$ cat config.mk
export PLATFORM = sky130hd
export DESIGN_NAME = epp_ram_writer
export DESIGN_NICKNAME = d
export VERILOG_FILES = /design/src/rtl/epp_ram_writer_pkg.sv /design/src/rtl/epp_ram_writer_sync.sv /design/src/rtl/epp_ram_writer.sv
export SDC_FILE = /design/constraint.sdc
export NUM_CORES = 1
export LEC_CHECK = 0
export ABC_AREA = 1
export CAP_MARGIN = 20
export CORE_ASPECT_RATIO = 0.75
export CORE_MARGIN = 2
export CORE_UTILIZATION = 47
export DETAILED_ROUTE_END_ITERATION = 8
export PLACE_DENSITY = 0.76
export SLEW_MARGIN = 5
export SYNTH_ARGS = -nofsm -noshare
export SYNTH_HDL_FRONTEND = slang
export SYNTH_SLANG_ARGS = --single-unit
$ cat constraint.sdc
create_clock -name clk -period 1.5 [get_ports clk]
set_clock_uncertainty 0.2 [all_clocks]
set_input_delay 0.3 -clock clk [delete_from_list [all_inputs] [get_ports clk]]
set_output_delay 0.3 -clock clk [all_outputs]
set_load 0.02 [all_outputs]
$ cat src/rtl/epp_ram_writer_pkg.sv
// rtl/epp_ram_writer_pkg.sv - shared register indices, CTRL bits and FSM states for the EPP RAM writer
package epp_ram_writer_pkg;

    localparam logic [1:0] REG_ADDR_LO = 2'd0;
    localparam logic [1:0] REG_ADDR_HI = 2'd1;
    localparam logic [1:0] REG_DATA    = 2'd2;
    localparam logic [1:0] REG_CTRL    = 2'd3;

    localparam int CTRL_CLR_BIT  = 0;
    localparam int CTRL_WRAP_BIT = 0;

    typedef enum logic [1:0] {
        ST_IDLE    = 2'd0,
        ST_STROBE  = 2'd1,
        ST_ACK     = 2'd2,
        ST_RELEASE = 2'd3
    } epp_state_t;

endpackage

$ cat src/rtl/epp_ram_writer_sync.sv
// rtl/epp_ram_writer_sync.sv - SYNC_N-deep synchroniser for one asynchronous EPP pin, idles high
module epp_sync #(
    parameter int SYNC_N = 2
) (
    input  logic clk,
    input  logic rst,
    input  logic d,
    output logic q
);

    logic [SYNC_N-1:0] chain;

    always_ff @(posedge clk) begin
        if (rst) begin
            chain <= '1;
        end else begin
            chain <= {chain[SYNC_N-2:0], d};
        end
    end

    assign q = chain[SYNC_N-1];

endmodule

$ cat src/rtl/epp_ram_writer.sv
// rtl/epp_ram_writer.sv - EPP register file driving RAM write port A with auto-increment
module epp_ram_writer
    import epp_ram_writer_pkg::*;
#(
    parameter int ADDR_W = 10,
    parameter int SYNC_N = 2
) (
    input  logic              clk,
    input  logic              rst,
    input  logic              astb_n,
    input  logic              dstb_n,
    input  logic              pwr_n,
    input  logic [7:0]        db_in,
    output logic [7:0]        db_out,
    output logic              db_oe,
    output logic              pwait,
    output logic              ram_we,
    output logic [ADDR_W-1:0] ram_addr,
    output logic [7:0]        ram_din,
    output logic [15:0]       wr_count
);

    localparam int SCW = $clog2(SYNC_N + 1);

    logic       astb_s, dstb_s, pwr_s;
    epp_state_t state, state_next;
    logic [1:0] epp_addr;
    logic       is_addr, is_write, wrap_flag;
    logic       need_release, settled;
    logic [SCW-1:0] settle_cnt;
    logic [15:0]    addr_ext;

    epp_sync #(.SYNC_N(SYNC_N)) u_sync_astb (.clk(clk), .rst(rst), .d(astb_n), .q(astb_s));
    epp_sync #(.SYNC_N(SYNC_N)) u_sync_dstb (.clk(clk), .rst(rst), .d(dstb_n), .q(dstb_s));
    epp_sync #(.SYNC_N(SYNC_N)) u_sync_pwr  (.clk(clk), .rst(rst), .d(pwr_n),  .q(pwr_s));

    // Synchronisers come out of reset reading "idle"; wait for them to refill
    // before trusting them, and swallow a strobe that was already low at reset.
    assign settled  = (settle_cnt == SCW'(SYNC_N));
    assign addr_ext = 16'(ram_addr);

    always_ff @(posedge clk) begin
        if (rst) begin
            state <= ST_IDLE;
        end else begin
            state <= state_next;
        end
    end

    always_comb begin
        state_next = state;
        case (state)
            ST_IDLE: begin
                if (settled && (!astb_s || !dstb_s)) begin
                    state_next = need_release ? ST_RELEASE : ST_STROBE;
                end
            end
            ST_STROBE:  state_next = ST_ACK;
            ST_ACK:     state_next = ST_RELEASE;
            ST_RELEASE: begin
                if (astb_s && dstb_s) begin
                    state_next = ST_IDLE;
                end
            end
            default:    state_next = ST_IDLE;
        endcase
    end

    always_ff @(posedge clk) begin
        if (rst) begin
            pwait        <= 1'b0;
            db_oe        <= 1'b0;
            db_out       <= 8'h00;
            ram_we       <= 1'b0;
            ram_addr     <= '0;
            ram_din      <= 8'h00;
            wr_count     <= 16'h0000;
            epp_addr     <= 2'd0;
            is_addr      <= 1'b0;
            is_write     <= 1'b0;
            wrap_flag    <= 1'b0;
            need_release <= 1'b1;
            settle_cnt   <= '0;
        end else begin
            ram_we <= 1'b0;
            if (!settled) begin
                settle_cnt <= settle_cnt + SCW'(1);
            end
            if (settled && astb_s && dstb_s) begin
                need_release <= 1'b0;
            end
            if (state == ST_IDLE && state_next == ST_STROBE) begin
                is_addr  <= !astb_s;
                is_write <= !pwr_s;
            end

            // Increment runs the cycle after the strobe, so ram_addr is stable during ram_we.
            if (ram_we) begin
                ram_addr <= ram_addr + ADDR_W'(1);
                if (ram_addr == '1) begin
                    wrap_flag <= 1'b1;
                end
                if (wr_count != 16'hFFFF) begin
                    wr_count <= wr_count + 16'd1;
                end
            end

            if (state == ST_STROBE) begin
                pwait <= 1'b1;
                if (is_write) begin
                    if (is_addr) begin
                        epp_addr <= db_in[1:0];
                    end else begin
                        case (epp_addr)
                            REG_ADDR_LO: ram_addr[7:0] <= db_in;
                            REG_ADDR_HI: ram_addr <= ADDR_W'({db_in, ram_addr[7:0]});
                            REG_DATA: begin
                                ram_din <= db_in;
                                ram_we  <= 1'b1;
                            end
                            default: begin
                                if (db_in[CTRL_CLR_BIT]) begin
                                    ram_addr  <= '0;
                                    wr_count  <= 16'h0000;
                                    wrap_flag <= 1'b0;
                                end
                            end
                        endcase
                    end
                end else begin
                    db_oe <= 1'b1;
                    case (epp_addr)
                        REG_ADDR_LO: db_out <= addr_ext[7:0];
                        REG_ADDR_HI: db_out <= addr_ext[15:8];
                        REG_DATA:    db_out <= 8'h00;
                        default: begin
                            db_out                <= 8'h00;
                            db_out[CTRL_WRAP_BIT] <= wrap_flag;
                        end
                    endcase
                end
            end

            if (state == ST_RELEASE && astb_s && dstb_s) begin
                pwait <= 1'b0;
                db_oe <= 1'b0;
            end
        end
    end

endmodule

# After elaboration in Yosys (flattened, before gate mapping)
# Index checks and enable logic that the tools add are counted.
[totals]
wordCells = 81
register_bits = 61
output_inout_bits = 45
inputBits = 13
[op_classes]
bitwise_logic = 3
n_reduce_logical = 20
addsub = 3
eq_ne = 10
n_mux = 27
[ops]
columns = ["cell", "n"]
rows = [
  ["$mux 16", 7],
  ["$mux 10", 5],
  ["$pmux 8 s3", 2],
  ["$add 16x1->16 const B", 1],
  ["$ne 16x16->1 const B", 1],
  ["$add 10x1->10 const B", 1],
  ["$eq 10x10->1 const B", 1],
  ["$eq 2x2->1 const B", 4],
  ["$mux 1", 8],
  ["$pmux 2 s4", 1],
  ["$logic_and 1x1->1", 7],
  ["$eq 2x1->1 const B", 3],
  ["$mux 2", 3],
  ["$logic_not 2->1", 2],
  ["$ne 4x4->1 const B", 1],
  ["$pmux 2 s2", 1],
  ["$reduce_and 4->1", 1],
  ["$reduce_or 2->1", 2],
  ["$reduce_or 4->1", 1],
  ["$logic_not 1->1", 3],
  ["$not 1->1", 3],
  ["$reduce_and 3->1", 1],
  ["$reduce_or 3->1", 1],
  ["$add 2x1->2 const B", 1],
  ["other kinds (2)", 2],
]

# Logic depth before layout (Yosys ltp)
[depth]
ltp_word = 8
mapped_depth = 11
ltp_nobuf = 10

# Cells and area by module
# Synthesis repeated with hierarchy kept, for this count alone.
[hier_totals]
hier_cells = 435
hier_area_um2 = 3100.5
[modules_own_cells]
columns = ["mod", "n_inst", "cells_each", "area_each_um2", "seq_area_each_um2"]
rows = [
  ["epp_ram_writer", 1, 414, 2924.1, 1101.1],
  ["epp_sync", 3, 7, 58.8, 40.0],
]

# Least setup slack after synthesis
# Ideal clock, no wire load.
[synth_timing]
path_type = "register -> register"
startpoint = "register wr_count[0]"
endpoint = "register wr_count[6]"
n_path_buf = 0
synth_period_minus_slack_ns = 1.736
slack_ns = -0.236
stages_incl_launch_ff = 11
setup_ns = 0.110
required_time_ns = 1.190
t_arrival_ns = 1.426
cell_sequence = "dfxtp_1 -> ha_1 -> inv_1 -> nor2_2 -> nand2_2 -> nor2_4 -> nor2_4 -> nand2_1 -> nand2_1 -> inv_1 -> nor2_2"
[synth_between]
elab_chain_cells = 8
word_cells_on_any_way = 9
cone_classes = "add/sub (1); eq/ne (1); mux (7)"
[synth_lines]
columns = ["element", "line", "source"]
rows = [
  ["from (decl)", "epp_ram_writer.sv:20", "output logic [15:0] wr_count"],
  ["from (signal assigned)", "epp_ram_writer.sv:104", "wr_count <= wr_count + 16'd1;"],
  ["$add 16x1->16 / $ne 16x16->1 (equally long branches)", "epp_ram_writer.sv:104, epp_ram_writer.sv:103", ""],
  ["$mux 16 *", "epp_ram_writer.sv:103", "if (wr_count != 16'hFFFF) begin"],
  ["$mux 16 *", "epp_ram_writer.sv:98", "if (ram_we) begin"],
  ["$mux 16", "epp_ram_writer.sv:122", "if (db_in[CTRL_CLR_BIT]) begin"],
  ["$mux 16", "epp_ram_writer.sv:114", "case (epp_addr)"],
  ["$mux 16", "epp_ram_writer.sv:111", "if (is_addr) begin"],
  ["$mux 16", "epp_ram_writer.sv:110", "if (is_write) begin"],
  ["$mux 16 *", "epp_ram_writer.sv:108", "if (state == ST_STROBE) begin"],
]
# Every way passes the cells marked *; elsewhere a longest branch is shown, timed or not.
# A chain may end at the register's enable or synchronous reset.

# Worst setup path in the final report
[layout_timing]
startpoint = "register wr_count[10]"
endpoint = "register wr_count[6]"
[layout_between]
elab_chain_cells = 8
[layout_lines]
columns = ["element", "line"]
rows = [
  ["$ne 16x16->1 *", "epp_ram_writer.sv:103"],
  ["$mux 16 *", "epp_ram_writer.sv:103"],
  ["$mux 16 *", "epp_ram_writer.sv:98"],
  ["$mux 16", "epp_ram_writer.sv:122"],
  ["$mux 16", "epp_ram_writer.sv:114"],
  ["$mux 16", "epp_ram_writer.sv:111"],
  ["$mux 16", "epp_ram_writer.sv:110"],
  ["$mux 16 *", "epp_ram_writer.sv:108"],
]
# Marked as above.

==> run_results.csv <==
group,metric,value,unit
grt,grt_pass1_vias,3007,
synthesis,synth_area_per_cell,7.167,µm²
synthesis,yosys_register_bits,61,
detailed_routing,drt_pass1_iterations,5,
critical_path,end_kind,"register",
synthesis,yosys-top-cells-area,"dfxtp_1 40%, nand2_1 10%, a21oi_1 6.9%",
power,peakVddDrop,0.0006703,V
placement,hpwl,6125,µm
power,p_per_area,834.8,mW/mm²
detailed_routing,avgRoutedWirePerCell,16.02,µm
synthesis,synth_nets,443,
floorplanning,core,0.006287,mm²
clocking,cts_sinks,61,
job,maxCapViolCount,0,
synthesis,async_reset_ff_frac,0,
floorplanning,die_h,73.89,µm
synthesis,synth_top_area_share,0.3990,
min_path,whs_path_depth,1,
placement,gp_congestion,0.9469,
cells_and_area,syn_to_final_growth,55.97,%
cells_and_area,antenna_cells,0,
floorplanning,io-pin-count,58,
clocking,tritoncts,"yes",
grt,grt-ovfl-total,0,
grt,grt_pass1_wl,13590,µm
floorplanning,dieWidth,97.18,µm
synthesis,ys_types,38,
cells_and_area,drive_above_1_share,0.4547,
grt,grt_max_degree,19,
critical_path,worstPathRequired,1.54,ns
cells_and_area,fin_util,0.7592,
sta,setup_viol_count_final,21,
min_path,hold_class,"reg -> reg",
run_status,outcome,"complete, but fails checks",
critical_path,reg2reg_depth,9,
grt,antenna_found_initial,0,
synthesis,synth_cells,427,
detailed_routing,postRouteWirelength,10140,µm
clocking,cts_root_buf,"clkbuf_8",
sta,layout_min_cycle_time,1.583,ns
sta,post-route-period-util,1.056,
synthesis,synth-seq-area-share,0.3990,
synthesis,yosysWarnings,0,
grt,track_usage,0.2371,
clocking,clk_pin_slew,0.07,ns
floorplanning,num_rows,25,
clocking,insertion_delay,0.34,ns
cells_and_area,fin_nets,563,
critical_path,path_max_fanout,5,
detailed_routing,drtAntennaViolNets,0,
floorplanning,start_util,0.4868,
sta,grt_setup_unrepaired,"yes",
synthesis,ys.flop_type,"dfxtp_1",
clocking,htreeDepth,3,
run_status,violations,"setup timing",
placement,port_buffers,57,
synthesis,synth_area,0.003060,mm²
synthesis,yosys.area.top_type,"dfxtp_1",
sta,max_freq,631.6,MHz
critical_path,worst_setup_path_start_kind,"register",
power,p_leak,2.018,nW
critical_path,critPathKind,"reg -> reg",
detailed_routing,first_iter_violations,341,
sta,max-slew-margin-rel,0.7991,
clocking,clockBufferDepth,2,
synthesis,synth_edf_count,0,
sta,slew_violations,0,
sta,setup_ws,-0.08330,ns
detailed_routing,num_vias,3497,
clocking,numCtsBuffers,9,
detailed_routing,vias_per_cell,5.524,
sta,tightestPinTransition,0.2988,ns
power,finalPower,0.003985,W
detailed_routing,route.detailed.drc,0,
floorplanning,die_area,0.007180,mm²
sta,finalHoldViolCount,0,
placement,pre_cts_slack,-0.2778,ns
critical_path,arrival,1.63,ns
[cells by family after synthesis]
logic type / after synthesis / share of synthesized area
compound gates: 83 / 0.1505
flops: 61 / 0.3990
simple gates: 199 / 0.3144
fa+ha+maj: 3 / 0.01227
buf+inv: 75 / 0.1067
xor+xnor: 6 / 0.01717
[layout by cell type (no fill, tap or decap), types with 13 or more instances in the layout]
cell type	n
buf_6	13
nand3_1	27
nand2_1	74
clkdlybuf4s15_2	18
buf_4	43
buf_2	14
dfxtp_1	35
dfxtp_2	19
a21oi_1	31
inv_1	50
nor2_1	27
nor2_4	14
[per-stage QoR]
stage / TNS, ns / instance area (µm²) / hold slack [ns] / cells
6_report: -0.8015 / 4773 / 0.2163 / 633
5_1_grt: -2.220 / 4773 / 0.2266 / 633
4_1_cts: -0.3645 / 4379 / 0.2215 / 616
3_5_place_dp: -9.275 / 4010 / 0.2030 / 593
3_3_place_gp: -8.592 / 4010 / 0.1920 / 593
2_1_floorplan: 0 / 3099 / 0.1895 / 427
[area by class of cell]
cell class	instances	area [µm²]
clock inverters	3	90.09
fillers	394	1514
repair buffers	115	1006
inverters	66	282.8
clock buffers	13	168.9
multi-input cells	294	1853
flip-flops and latches	61	1271
well taps	81	101.3
[synth_stat cells, types with 3 or more instances]
library cell / count
nand2_4: 3
or2_2: 8
o22ai_1: 3
o21ai_0: 24
nand2_2: 9
inv_2: 7
xnor2_1: 4
buf_6: 3
a21oi_1: 42
ha_1: 3
nor2_1: 33
dfxtp_1: 61
nand3_1: 37
nor2_4: 5
nor2_2: 12
nand2_1: 82
nand4_1: 6
inv_1: 56
[worst paths after layout]
kind / slack, ns / start / end
setup / recovery: -0.08 / wr_count[10]$_SDFF_PP0_ / wr_count[6]$_SDFF_PP0_
hold / removal: 0.22 / u_sync_astb.chain[0]$_SDFF_PP1_ / u_sync_astb.chain[1]$_SDFF_PP1_
setup reg to reg: -0.08 / wr_count[10]$_SDFF_PP0_ / wr_count[6]$_SDFF_PP0_
hold reg to reg: 0.22 / u_sync_astb.chain[0]$_SDFF_PP1_ / u_sync_astb.chain[1]$_SDFF_PP1_
[layer usage]
metal	global-route usage	part of all wire	vias up	routed length [µm]
li1	-	-	1618	-
met1	0.3056	0.42	1614	4257
met2	0.3858	0.46	215	4663
met3	0.05899	0.088	50	892
met4	0.09703	0.032	0	328
met5	0	0	-	0
[state kept, by name, summed over array words and instances, names as in the netlist]
| name | cells |
|---|---|
| db_oe | 1 |
| db_out | 8 |
| epp_addr | 2 |
| is_addr | 1 |
| is_write | 1 |
| need_release | 1 |
| pwait | 1 |
| ram_addr | 10 |
| ram_din | 8 |
| ram_we | 1 |
| settle_cnt | 2 |
| state | 2 |
| u_sync_astb.chain | 2 |
| u_sync_dstb.chain | 2 |
| u_sync_pwr.chain | 2 |
| wr_count | 16 |
| wrap_flag | 1 |
[report_power, final]
group          internal [W]  switching [W]  leakage (nW)  total [W]
logic              0.000170       0.000210          1.38   0.000380
registers           0.00167      0.0000384         0.509    0.00171
clock network       0.00124       0.000651         0.130    0.00189
total               0.00309       0.000900          2.02    0.00398
[timing repair]
item / in CTS / in global routing
setup endpoints to repair: 64 / 55
hold buffers: 0 / 0
pin swaps: 12 / 46
gates cloned: 1 / 3
buffers inserted: 6 / 16
gates resized for setup: 138 / 133
[worst max-delay path: stages (launching register included)]
cell and delay, ns:
dfxtp_4 0.37, nand2_1 0.10, nor2_2 0.16, nand2_1 0.12
nor2_4 0.23, nor2_4 0.09, nand2_2 0.08, nand2_1 0.05
inv_1 0.06, nor2_2 0.03
Note: power is estimated with default switching activity, not from simulation.
